[src/rtl/multicycle_datapath.sv]
// multicycle_datapath: multicycle 24-bit (parametrised) processor core with an
// internal FSM and register file. One shared memory port carries both
// instruction fetch and data access using a req/ready handshake.
// Optional feature macro: MULTICYCLE_PERF_EN enables the 32-bit cycle and
// retired-instruction counters on perf_cycles/perf_instrs; without it both
// ports are tied to zero.
module multicycle_datapath #(
  parameter int                    DATA_WIDTH = 24,
  parameter int                    REG_COUNT  = 16,
  parameter logic [DATA_WIDTH-1:0] PC_RESET   = DATA_WIDTH'(10),
  parameter int                    PC_STEP    = DATA_WIDTH / 8
) (
  input  logic                  Clock,
  input  logic                  Reset,
  output logic                  mem_req,
  output logic                  mem_we,
  output logic [DATA_WIDTH-1:0] mem_addr,
  output logic [DATA_WIDTH-1:0] mem_wdata,
  input  logic [DATA_WIDTH-1:0] mem_rdata,
  input  logic                  mem_ready,
  output logic [DATA_WIDTH-1:0] pc,
  output logic [3:0]            opcode,
  output logic                  retired,
  output logic                  halted,
  output logic                  illegal,
  output logic [31:0]           perf_cycles,
  output logic [31:0]           perf_instrs
);

  localparam int W = DATA_WIDTH;

  localparam logic [3:0] OP_R    = 4'd0;
  localparam logic [3:0] OP_ADDI = 4'd1;
  localparam logic [3:0] OP_LW   = 4'd2;
  localparam logic [3:0] OP_SW   = 4'd3;
  localparam logic [3:0] OP_BEQ  = 4'd4;
  localparam logic [3:0] OP_BNE  = 4'd5;
  localparam logic [3:0] OP_JMP  = 4'd6;
  localparam logic [3:0] OP_HALT = 4'd15;

  typedef enum logic [2:0] {
    S_FETCH,
    S_DECODE,
    S_EXEC,
    S_MEM,
    S_WB,
    S_HALT
  } state_t;

  state_t state, state_next;

  logic [W-1:0] ir, a_reg, b_reg, alu_out, mdr;
  logic [W-1:0] regs [REG_COUNT];

  logic [3:0]   op, rs, rt, rd, funct, dest;
  logic [W-1:0] imm, jump_target, pc_seq, branch_target, mem_ea;
  logic [W-1:0] rf_a, rf_b, alu_res, wb_data;
  logic [4:0]   shamt;
  logic         shift_oor, branch_taken, illegal_instr;

  // Instruction field extraction from the latched IR
  assign op    = ir[W-1:W-4];
  assign rs    = ir[W-5:W-8];
  assign rt    = ir[W-9:W-12];
  assign rd    = ir[W-13:W-16];
  assign funct = ir[3:0];
  assign opcode = op;

  assign imm         = {{12{ir[W-13]}}, ir[W-13:0]};
  assign jump_target = {4'b0000, ir[W-5:0]};
  assign pc_seq        = pc + W'(PC_STEP);
  assign branch_target = pc_seq + imm;
  assign mem_ea        = a_reg + imm;

  // R-type uses rd as destination, ADDI/LW use rt
  assign dest    = (op == OP_R) ? rd : rt;
  assign wb_data = (op == OP_LW) ? mdr : alu_out;

  // r0 is hardwired to zero on the read side as well
  assign rf_a = (rs == 4'd0) ? '0 : regs[rs];
  assign rf_b = (rt == 4'd0) ? '0 : regs[rt];

  assign branch_taken  = (op == OP_BEQ) ? (a_reg == b_reg) : (a_reg != b_reg);
  assign illegal_instr = !(op inside {OP_R, OP_ADDI, OP_LW, OP_SW, OP_BEQ,
                                      OP_BNE, OP_JMP, OP_HALT})
                         || ((op == OP_R) && funct[3]);

  assign shamt     = b_reg[4:0];
  assign shift_oor = (32'(shamt) >= 32'(DATA_WIDTH));

  // ALU: R-type by funct, everything else computes A + imm (ADDI)
  always_comb begin
    alu_res = '0;
    if (op == OP_R) begin
      case (funct)
        4'd0:    alu_res = a_reg + b_reg;
        4'd1:    alu_res = a_reg - b_reg;
        4'd2:    alu_res = a_reg & b_reg;
        4'd3:    alu_res = a_reg | b_reg;
        4'd4:    alu_res = a_reg ^ b_reg;
        4'd5:    alu_res = ($signed(a_reg) < $signed(b_reg)) ? W'(1) : '0;
        4'd6:    alu_res = shift_oor ? '0 : (a_reg << shamt);
        4'd7:    alu_res = shift_oor ? '0 : (a_reg >> shamt);
        default: alu_res = '0;
      endcase
    end else begin
      alu_res = a_reg + imm;
    end
  end

  // State register
  always_ff @(posedge Clock) begin
    if (Reset) state <= S_FETCH;
    else       state <= state_next;
  end

  // Next-state logic; illegal instructions take the WB slot as a NOP
  always_comb begin
    state_next = state;
    case (state)
      S_FETCH:  if (mem_ready) state_next = S_DECODE;
      S_DECODE: state_next = S_EXEC;
      S_EXEC: begin
        if (illegal_instr) begin
          state_next = S_WB;
        end else begin
          case (op)
            OP_LW, OP_SW:           state_next = S_MEM;
            OP_BEQ, OP_BNE, OP_JMP: state_next = S_FETCH;
            OP_HALT:                state_next = S_HALT;
            default:                state_next = S_WB;
          endcase
        end
      end
      S_MEM:    if (mem_ready) state_next = (op == OP_LW) ? S_WB : S_FETCH;
      S_WB:     state_next = S_FETCH;
      S_HALT:   state_next = S_HALT;
      default:  state_next = S_FETCH;
    endcase
  end

  // Outputs decoded from state; forced quiet while Reset is held
  always_comb begin
    mem_req   = 1'b0;
    mem_we    = 1'b0;
    mem_addr  = '0;
    mem_wdata = '0;
    retired   = 1'b0;
    halted    = 1'b0;
    illegal   = 1'b0;
    if (!Reset) begin
      case (state)
        S_FETCH: begin
          mem_req  = 1'b1;
          mem_addr = pc;
        end
        S_EXEC: begin
          illegal = illegal_instr;
          retired = !illegal_instr && (op inside {OP_BEQ, OP_BNE, OP_JMP});
        end
        S_MEM: begin
          mem_req   = 1'b1;
          mem_we    = (op == OP_SW);
          mem_addr  = mem_ea;
          mem_wdata = b_reg;
          retired   = (op == OP_SW) && mem_ready;
        end
        S_WB:    retired = 1'b1;
        S_HALT:  halted  = 1'b1;
        default: ;
      endcase
    end
  end

  // Datapath registers: PC, IR, operand latches, ALU result and MDR
  always_ff @(posedge Clock) begin
    if (Reset) begin
      pc      <= PC_RESET;
      ir      <= '0;
      a_reg   <= '0;
      b_reg   <= '0;
      alu_out <= '0;
      mdr     <= '0;
    end else begin
      case (state)
        S_FETCH:  if (mem_ready) ir <= mem_rdata;
        S_DECODE: begin
          a_reg <= rf_a;
          b_reg <= rf_b;
        end
        S_EXEC: begin
          alu_out <= alu_res;
          if (!illegal_instr) begin
            if (op == OP_BEQ || op == OP_BNE)
              pc <= branch_taken ? branch_target : pc_seq;
            else if (op == OP_JMP)
              pc <= jump_target;
          end
        end
        S_MEM: begin
          if (mem_ready) begin
            if (op == OP_LW) mdr <= mem_rdata;
            else             pc  <= pc_seq;
          end
        end
        S_WB:    pc <= pc_seq;
        default: ;
      endcase
    end
  end

  // Register file write port; r0 writes and illegal NOPs are dropped
  always_ff @(posedge Clock) begin
    if (Reset) begin
      for (int i = 0; i < REG_COUNT; i++) regs[i] <= '0;
    end else if (state == S_WB && !illegal_instr && dest != 4'd0) begin
      regs[dest] <= wb_data;
    end
  end

`ifdef MULTICYCLE_PERF_EN
  logic [31:0] cycle_cnt, instr_cnt;

  // Free-running counters that freeze in HALT and wrap at 2^32
  always_ff @(posedge Clock) begin
    if (Reset) begin
      cycle_cnt <= '0;
      instr_cnt <= '0;
    end else begin
      if (state != S_HALT) cycle_cnt <= cycle_cnt + 32'd1;
      if (retired)         instr_cnt <= instr_cnt + 32'd1;
    end
  end

  assign perf_cycles = cycle_cnt;
  assign perf_instrs = instr_cnt;
`else
  assign perf_cycles = 32'd0;
  assign perf_instrs = 32'd0;
`endif

endmodule
[config.mk]
export PLATFORM = sky130hd
export DESIGN_NAME = multicycle_datapath
export DESIGN_NICKNAME = d
export VERILOG_FILES = /design/src/rtl/multicycle_datapath.sv
export SDC_FILE = /design/constraint.sdc
export NUM_CORES = 1
export LEC_CHECK = 0
export BUFFER_PORTS_ARGS = -buffer_cell sky130_fd_sc_hd__buf_2
export CORE_ASPECT_RATIO = 1.2
export CORE_MARGIN = 4
export CORE_UTILIZATION = 39
export CTS_CLUSTER_SIZE = 10
export DETAILED_ROUTE_END_ITERATION = 8
export PLACE_DENSITY = 0.56
export SLEW_MARGIN = 10
export SYNTH_ARGS = -nofsm -noshare
export SYNTH_HDL_FRONTEND = slang
export SYNTH_SLANG_ARGS = --single-unit
[constraint.sdc]
create_clock -name Clock -period 4.8 [get_ports Clock]
set_clock_uncertainty 0.2 [all_clocks]
set_input_delay 0.24 -clock Clock [delete_from_list [all_inputs] [get_ports Clock]]
set_output_delay 0.24 -clock Clock [all_outputs]
set_load 0.1 [all_outputs]
Yosys cells after proc, flatten, opt, wreduce, memory -nomap -nowiden
Memory sizes are Yosys's and may differ from the RTL's. A register that Yosys moved wholly into a read port is not among the register bits.
Cells that the tools add are included.
W data, S select, Z words.
{ "classes": {"addsub": 5, "multipliers": 0, "div_mod_pow": 0, "n_lt_le_gt_ge": 2, "n_eq_ne": 26, "n_shift": 2, "mux": 49, "bitwise_logic": 3, "n_reduce_logical": 26} }
{ "ops": {"columns": ["operator", "n"], "rows": [
  ["$mux W24", 16],
  ["$pmux W24 S8", 1],
  ["$add A24 B24 Y24", 3],
  ["$pmux W24 S3", 1],
  ["$pmux W24 S2", 1],
  ["$eq A4 B3 Y1 const B", 7],
  ["$add A24 B2 Y24 const B", 1],
  ["$and A24 B24 Y24", 1],
  ["$eq A24 B24 Y1", 1],
  ["$lt A24 B24 Y1", 1],
  ["$mux W4", 6],
  ["$ne A24 B24 Y1", 1],
  ["$or A24 B24 Y24", 1],
  ["$reduce_or A24 Y1", 1],
  ["$shl A24 B5 Y24", 1],
  ["$shr A24 B5 Y24", 1],
  ["$sub A24 B24 Y24", 1],
  ["$xor A24 B24 Y24", 1],
  ["$mux W1", 17],
  ["$eq A4 B2 Y1 const B", 4],
  ["$logic_not A4 Y1", 4],
  ["$pmux W3 S5", 1],
  ["$mux W3", 4],
  ["$pmux W3 S3", 1],
  ["21 further kinds", 36]
]} }
{ "word_totals": {"reg_bits": 147, "latchBits": 0, "ram_bits": 384, "romBits": 0, "in_bits": 27, "out_inout_bits": 145, "wordCells": 121, "n_memories": 1} }
{ "mem_list": {"columns": ["memory", "words", "word_bits", "rd", "rd_ports_with_merged_regs", "write_ports", "line_no", "text"], "rows": [
  ["regs", 16, 24, 2, 2, 16, "53", "logic [W-1:0] regs [REG_COUNT];"]
]} }

Longest topological paths before layout
Gate-level depths: netlist of the first run.
{ "depth": {"ltp_word": 12, "ltp_mapped": 16, "mapped_depth_nobuf": 16} }

Worst setup path before layout of the first run
OpenSTA, ideal clock, no wires.
{ "synth_path": {"path_type": "flip-flop to flip-flop", "from": "reg pc[0]", "to": "reg pc[23]", "setup_ns": 0.124, "arrival_ns": 4.474, "required_ns": 4.476, "setup_slack_ns": 0.001, "stages_incl_launch_ff": 17, "path_buffers": 1, "synth_period_minus_slack_ns": 4.799, "cell_sequence": "dfxtp_1 inv_1 ha_1 nor3_1 and3_1 nand4_1 xnor2_1 ha_1 clkbuf_1 o21ai_0 o21ai_0 o211ai_1 o2111a_1 or4_1 nand2_1 o21ba_2 a2111o_1"} }
{ "synth_between": {"elab_chain_len": 6, "elab_cells_between_ends": 8, "cone_classes": "add/sub (2); mux (6)"} }
{ "synth_rtl": {"columns": ["item", "line_no", "text"], "rows": [
  ["from (decl)", "21", "output logic [DATA_WIDTH-1:0] pc,"],
  ["from (signal assigned)", "195", "pc <= branch_taken ? branch_target : pc_seq;"],
  ["from (signal assigned)", "197", "pc <= jump_target;"],
  ["from (signal assigned)", "203", "else pc <= pc_seq;"],
  ["$add A24 B2 Y24 *", "71", "assign pc_seq = pc + W'(PC_STEP);"],
  ["$add A24 B24 Y24", "72", "assign branch_target = pc_seq + imm;"],
  ["$mux W24", "195", null],
  ["$mux W24", "194", "if (op == OP_BEQ || op == OP_BNE)"],
  ["$mux W24", "193", "if (!illegal_instr) begin"],
  ["$pmux W24 S3 *", "185", "case (state)"]
]} }
Every way passes the cells marked *; elsewhere a longest branch is shown, timed or not. The select of a mux whose other input is x is not followed.
A chain may end at the register's enable or synchronous reset.

Worst setup path in the final report of the first run
Ends and elaborated chain as after synthesis.

==> flow_metrics.py, run 1 <==
metrics = {
    "drt": {
        "ant_nets": 0,
        "met1_length_um": 50100,
        "dr.pass1.iters": 8,
        "drc": 0,
        "vias": 28700,
        "wirelength_um": 133000,
        "drtIter0Drc": 3079,
        "wl_met3_um": 10100,
        "top_layer_used": "met4",
        "wl_met2_um": 65300,
        "wl_per_cell_um": 28.5,
        "via_per_inst": 6.17,
    },
    "global_route": {
        "grt_usage_pct": 27.3,
        "antenna_found_initial": 2,
        "grt_pass1_vias": 28400,
        "overflow": 0,
        "grt_first_pass_wirelength_um": 192000,
        "grt_max_degree": 118,
    },
    "worst_setup_path": {
        "crit_fanout": 8,
        "worstPathRequired_ns": 5.09,
        "endpoint_kind": "register",
        "crit_type": "register to register",
        "arrival_ns": 4.85,
        "worst_setup_path_start_kind": "register",
        "r2r_setup_slack_ns": 0.25,
    },
    "hold_path": {
        "worstHoldPathType": "input pin to register",
    },
    "die": {
        "row_count": 120,
        "ios": 172,
        "chipWidth_um": 283,
        "die_h_um": 338,
        "start_util_pct": 39.5,
        "die-area_um2": 95600,
        "core_area_um2": 89600,
    },
    "clock_network": {
        "cts_buffers": 66,
        "cts_tree": "built",
        "clk_latency_ns": 0.61,
        "cts_sinks": 539,
        "ctsHtreeMaxLevel": 3,
        "cts_setup_buffers": 0,
        "clk_pin_slew_ns": 0.06,
        "root_buffer": "clkbuf_16",
        "clockBufferDepth": 3,
    },
    "placement": {
        "place_ws_ns": 0.359,
        "dp_hpwl_um": 92600,
        "place_congestion": 0.999,
        "numPortBuffers": 107,
    },
    "layout": {
        "regMostFlops": "regs",
        "layout_commonest_cell": "nor2_1",
        "syn2layout_area_growth_pct": 12.3,
        "n_antenna_cell": 0,
        "layout.nets": 3621,
        "final_cell_mix": "nor2_1, edfxtp_1, mux4_2",
        "largest_register_ffs": 384,
        "final_layout_size_suffix_gt1_share_pct": 19.9,
        "fillers": 8489,
    },
    "yosys": {
        "synth_top_family_by_area": "multiplexers",
        "ys_seq_elements": 539,
        "ys_async_sr_fraction_pct": 0,
        "syn_avg_cell_area_um2": 10.5,
        "ys_types": 87,
        "synth-edff-count": 384,
        "synthAdderAreaFrac_pct": 4.68,
        "synth-xor-area-share_pct": 2.03,
        "yosysSeqAreaShare_pct": 41.4,
        "syn_area_um2": 35400,
        "synth_flop_cell": "edfxtp_1",
        "syn_inst": 3374,
        "ys_warn_count": 0,
        "synth-compound-area-share_pct": 12.7,
        "yosys.area_share.simple_pct": 13.7,
        "synth.area.mux_share_pct": 19.7,
    },
    "timing": {
        "hold-worst-slack_ns": 0.246,
        "period_needed_ns": 4.55,
        "final.period_utilization_pct": 94.8,
        "rsz0062_at_grt": "no",
        "drv_slew": 0,
        "max_freq_ghz": 0.220,
        "hold_violations": 0,
        "tns_ns": 0,
        "postLayoutSetupSlackWorst_ns": 0.249,
        "tightest_slew_ns": 1.09,
        "slew_headroom_pct": 27.1,
        "finalSetupViolCount": 0,
    },
    "pwr": {
        "p_sw_share_pct": 31.4,
        "p_int_w": 0.00868,
        "power_frac_comb_pct": 20.8,
        "clkPwrFrac_pct": 36.8,
        "p_sw_w": 0.00397,
        "peakVddDrop_mv": 0.221,
        "p_seq_share_pct": 42.4,
        "power_density_nw_per_um2": 318,
        "power_w": 0.0126,
        "total_leakage_power_nw": 14.0,
    },
    "outcome": {
        "outcome": "complete, no violations",
    },
    "flow_run": {
        "drv_cap": 0,
    },
}
-- path summary, 6_finish.rpt --
| kind | start | endpoint | depth (start not counted) |
|---|---|---|---|
| max | pc[0]$_SDFFE_PP0P_ | pc[23]$_SDFFE_PP0P_ | 15 |
| min | mem_rdata[7] | mdr[7]$_SDFFE_PP0P_ | 4 |
| max reg2reg | pc[0]$_SDFFE_PP0P_ | pc[23]$_SDFFE_PP0P_ | 15 |
| min reg2reg | mdr[9]$_SDFFE_PP0P_ | mdr[9]$_SDFFE_PP0P_ | 2 |
-- final cells by class --
| type | instances | area (um2) | share of cell area, % |
|---|---|---|---|
| clock inverters | 12 | 153 | 0.384 |
| flip-flops and latches | 539 | 14700 | 36.9 |
| inverters | 110 | 413 | 1.04 |
| multi-input cells | 2457 | 19100 | 48.0 |
| well taps | 1159 | 1450 | 3.65 |
| repair buffers | 290 | 2160 | 5.45 |
| clock buffers | 89 | 1790 | 4.51 |
-- worst max-delay path, cell delays in order, from the launching register on --
cell and delay, ns:
dfxtp_1 0.41, inv_1 0.12, ha_1 0.30, nor3_1 0.45, and3_1 0.34, nand4_1 0.14, xnor2_1 0.27, ha_1 0.34
o21ai_0 0.17, o21ai_0 0.21, o211ai_1 0.16, o2111a_1 0.18, or4_1 0.47, nand2_1 0.12, o21ba_2 0.17, a2111o_1 0.38
-- cells in the mapped netlist, types with 6 or more instances --
| master | count | area [um2] |
|---|---|---|
| a22oi_1 | 56 | 420 |
| edfxtp_1 | 384 | 11500 |
| and2_1 | 7 | 43.8 |
| o21bai_1 | 23 | 173 |
| o21ai_0 | 136 | 681 |
| a21oi_1 | 197 | 986 |
| o22ai_1 | 37 | 231 |
| a211oi_1 | 30 | 225 |
| and3_1 | 20 | 125 |
| a222oi_1 | 8 | 80.1 |
| o221ai_1 | 8 | 70.1 |
| nor2b_1 | 9 | 56.3 |
| buf_4 | 72 | 541 |
| mux2i_1 | 59 | 591 |
| mux4_2 | 279 | 6280 |
| clkbuf_1 | 240 | 901 |
| a31o_2 | 6 | 52.6 |
| nand4_1 | 17 | 106 |
| nand3b_1 | 7 | 52.6 |
| a221oi_1 | 21 | 184 |
| xnor2_1 | 63 | 552 |
| a21o_1 | 32 | 240 |
| xor2_1 | 17 | 149 |
| a31oi_1 | 23 | 144 |
| nor4_1 | 15 | 93.8 |
| a211o_1 | 10 | 87.6 |
| ha_1 | 126 | 1580 |
| dfxtp_1 | 155 | 3100 |
| buf_2 | 17 | 85.1 |
| o31ai_1 | 8 | 60.1 |
| or3_1 | 16 | 100 |
| nand2_1 | 267 | 1000 |
| nand3_1 | 36 | 180 |
| mux2_2 | 8 | 90.1 |
| buf_1 | 22 | 82.6 |
| o211ai_1 | 18 | 135 |
| a221o_1 | 8 | 80.1 |
| o2111ai_1 | 8 | 70.1 |
| nor2_1 | 574 | 2150 |
| inv_1 | 105 | 394 |
| o21a_1 | 10 | 75.1 |
| nand2b_1 | 40 | 250 |
| nor3_1 | 87 | 435 |
-- layer usage --
metal | vias to the layer above | track usage [%]
met5 | - | 0
met4 | 0 | 12.5
met2 | 1421 | 47.3
met3 | 362 | 4.04
li1 | 12600 | -
met1 | 14400 | 33.7
-- repair_timing --
item / CTS / global route
gates resized for setup: 0 / 7
endpoints found under the setup margin: 0 / 5
endpoints found under the hold margin: 64 / 0
hold buffers: 31 / 0
-- cell families after synthesis --
logic type	after synthesis
AO/OA/AOI/OAI	689
XOR/XNOR	81
adder cells (fa/ha/maj)	130
buffers and inverters	465
flip-flops	539
multiplexers	346
other	1
AND/OR/NAND/NOR	1123
-- power groups by stage --
stage          Clock (W)  Sequential (W)  Combinational [W]
2_1_floorplan          0         0.00539            0.00182
3_3_place_gp           0         0.00544            0.00257
3_5_place_dp           0         0.00545            0.00257
4_1_cts          0.00472         0.00535            0.00260
5_1_grt          0.00490         0.00538            0.00277
6_report         0.00465         0.00536            0.00263
-- per-stage QoR --
step                util (%)  area [um2]  std cells
finish                  44.3       39700       4656
global route            44.3       39700       4656
CTS                     44.3       39700       4656
detailed placement      41.8       37400       4524
global placement        41.8       37400       4524
floorplan                  -       35700       3461
Note: power is estimated with default switching activity, not from simulation.
==> run 2, diff against run 1 <==
ABC_AREA = 1   (was unset)
clock period = 4.4 ns   (was 4.8 ns; I/O delays follow)
==> flow_metrics.py, run 2 <==
metrics = {
    "yosys": {
        "ys_async_sr_fraction_pct": 0,
        "ys_warn_count": 0,
        "syn_avg_cell_area_um2": 7.10,
        "yosysSeqAreaShare_pct": 38.5,
        "ys_types": 53,
        "syn_area_um2": 38000,
        "yosysTopAreaCell": "edfxtp_1",
        "ys_top_cells_by_area": "edfxtp_1, nand2_1, dfxtp_1",
        "synth-edff-count": 384,
        "yosys.area_share.simple_pct": 25.9,
        "synth_top_area_share_pct": 30.4,
        "synth_top_family_by_area": "simple AND/OR/NAND/NOR gates",
        "synth_flop_cell": "edfxtp_1",
        "yosysMostFrequentCell": "nand2_1",
        "synth.top_cells.by_count": "nand2_1, nor2_1, a21oi_1",
        "syn_inst": 5348,
        "synth.area.mux_share_pct": 0,
        "synth-xor-area-share_pct": 0.877,
        "synthAdderAreaFrac_pct": 4.36,
        "synth-compound-area-share_pct": 19.7,
        "ys_seq_elements": 539,
    },
    "worst_setup_path": {
        "cpPeakStageDelay_ns": 0.77,
        "slowest_stage": "dfxtp_1",
        "crit_fanout": 7,
        "reg2reg_depth": 17,
        "crit_type": "register to output port",
        "crit_buf_inv": 1,
        "worst-path-stages": 9,
        "worstPathRequired_ns": 3.98,
        "worst_setup_path_start_kind": "register",
        "critical_path.cell_chain": "ha_1 > a21oi_1 > nand2_1 > nand2_1 > nand2_1 > xor2_1 > nand2_1 > a21oi_1 > buf_2",
        "crit_family": "flip-flops",
        "crit_top_cell": "nand2_1",
        "endpoint_kind": "output port",
        "arrival_ns": 3.59,
    },
    "pwr": {
        "p_sw_w": 0.00854,
        "power_frac_comb_pct": 41.1,
        "p_seq_share_pct": 31.8,
        "peakVddDrop_mv": 0.288,
        "total_leakage_power_nw": 17.1,
        "p_sw_share_pct": 44.2,
        "power_density_nw_per_um2": 459,
        "clkPwrFrac_pct": 27.0,
        "p_int_w": 0.0108,
    },
    "clock_network": {
        "clk_pin_slew_ns": 0.06,
        "cts-resized-gates": 0,
        "ctsHtreeMaxLevel": 3,
        "cts_setup_buffers": 0,
        "cts_buffers": 67,
        "hold_buffers": 30,
        "clockBufferDepth": 3,
        "root_buffer": "clkbuf_16",
        "clk_latency_ns": 0.62,
        "cts_tree": "built",
        "cts_sinks": 539,
    },
    "drt": {
        "vias": 38100,
        "ant_nets": 0,
        "wl_met2_um": 75000,
        "dr.pass1.iters": 6,
        "wl_met3_um": 10500,
        "met1_length_um": 60800,
        "top_layer_used": "met5",
        "wl_per_cell_um": 23.3,
        "drc": 0,
        "drtIter0Drc": 3919,
        "via_per_inst": 5.72,
        "wirelength_um": 155000,
    },
    "global_route": {
        "overflow": 0,
        "grt_usage_pct": 29.2,
        "grt_pass1_vias": 35900,
        "antenna_found_initial": 3,
        "grt_max_degree": 112,
        "grt_first_pass_wirelength_um": 228000,
    },
    "hold_path": {
        "worstHoldPathType": "register to register",
        "hold_depth": 2,
    },
    "layout": {
        "fillers": 9922,
        "final_cell_mix": "nand2_1, nor2_1, a21oi_1",
        "final_layout_size_suffix_gt1_share_pct": 7.65,
        "layout_commonest_cell": "nand2_1",
        "regMostFlops": "regs",
        "layout.nets": 5524,
        "utilization_pct": 43.6,
        "ff_latch_area_um2": 14700,
        "syn2layout_area_growth_pct": 11.0,
        "largest_register_ffs": 384,
        "postLayoutCellArea_um2": 42100,
        "multi_input_area_um2": 19700,
    },
    "placement": {
        "post_dp_cell_area_um2": 39800,
        "dp_hpwl_um": 110000,
        "place_ws_ns": 0.691,
        "numPortBuffers": 107,
        "place_congestion": 1.03,
    },
    "timing": {
        "finalSetupViolCount": 0,
        "period_needed_ns": 4.01,
        "tns_ns": 0,
        "hold-worst-slack_ns": 0.254,
        "slew_headroom_pct": 32.5,
        "max_freq_ghz": 0.249,
        "drv_slew": 0,
        "rsz0062_at_grt": "no",
        "final.period_utilization_pct": 91.2,
        "tightest_slew_ns": 1.01,
        "hold_violations": 0,
        "postLayoutSetupSlackWorst_ns": 0.387,
    },
    "die": {
        "die_h_um": 350,
        "core_area_um2": 96700,
        "ios": 172,
        "row_count": 125,
        "start_util_pct": 39.3,
        "chipWidth_um": 293,
        "die-area_um2": 102000,
    },
    "flow_run": {
        "drv_cap": 0,
    },
    "outcome": {
        "outcome": "complete, no violations",
    },
}
==> run 2: changes by cell type after synthesis, sizes merged, moves of 97 or more <==
| cell | delta |
|---|---|
| a21oi | +349 |
| buf | +97 |
| inv | +412 |
| mux4 | -279 |
| nand2 | +854 |
| nand3 | +465 |
| o211ai | +188 |
| o21ai | +331 |
==> run 2: logic make-up after synthesis <==
kind of cell	count (synthesis)
XOR/XNOR	38
AND/OR/NAND/NOR	2344
other	1
buffers and inverters	956
AO/OA/AOI/OAI	1340
adder cells (fa/ha/maj)	130
flip-flops	539
==> run 2: routing by layer <==
layer | global-route usage (%) | vias up
met4 | 15.4 | 2
met2 | 50.5 | 1684
li1 | - | 18000
met3 | 3.47 | 429
met5 | 0 | -
met1 | 35.6 | 18000
==> run 2: final cells by class <==
class	instances	share of cell area [%]
tap	1270	3.77
inverter	528	4.70
multi-input combinational	3940	46.7
sequential	539	34.8
timing repair buffer	291	5.31
antenna	2	0.0119
clock buffer	89	4.32
clock inverter	11	0.359
==> run 2: path summary, 6_finish.rpt <==
| check | from | to | slack (ns) |
|---|---|---|---|
| worst max-delay path | a_reg[3]$_SDFFE_PP0N_ | mem_addr[8] | 0.39 |
| worst min-delay path | mdr[9]$_SDFFE_PP0P_ | mdr[9]$_SDFFE_PP0P_ | 0.25 |
| worst max register to register | pc[0]$_SDFFE_PP0P_ | pc[21]$_SDFFE_PP0P_ | 0.59 |
| worst min register to register | mdr[9]$_SDFFE_PP0P_ | mdr[9]$_SDFFE_PP0P_ | 0.25 |
==> run 2: worst reg2reg max path, cell delays in order, from the launching register on <==
cell	delay, ns
dfxtp_1	0.40
inv_1	0.12
ha_1	0.28
nor3_2	0.30
nand2_1	0.14
nor4_1	0.31
xor2_1	0.26
inv_1	0.11
ha_1	0.41
nand2_1	0.14
nor2_1	0.21
nand2_1	0.10
nor4_1	0.20
nand2_1	0.12
nand4_1	0.11
nand3_1	0.09
a21oi_1	0.17
nor2_1	0.05
==> run 2: power groups by stage <==
stage	logic [W]	registers (W)	clock network, W
final	0.00795	0.00615	0.00522
after global placement	0.00775	0.00624	0
after CTS	0.00780	0.00615	0.00529
after global routing	0.00858	0.00619	0.00550
after detailed placement	0.00775	0.00625	0
after floorplan	0.00513	0.00634	0
==> run 2: metrics by stage <==
step	total power [W]	std cells
2_1_floorplan	0.0115	5435
3_3_place_gp	0.0140	6538
3_5_place_dp	0.0140	6538
4_1_cts	0.0192	6668
5_1_grt	0.0203	6668
6_report	0.0193	6670
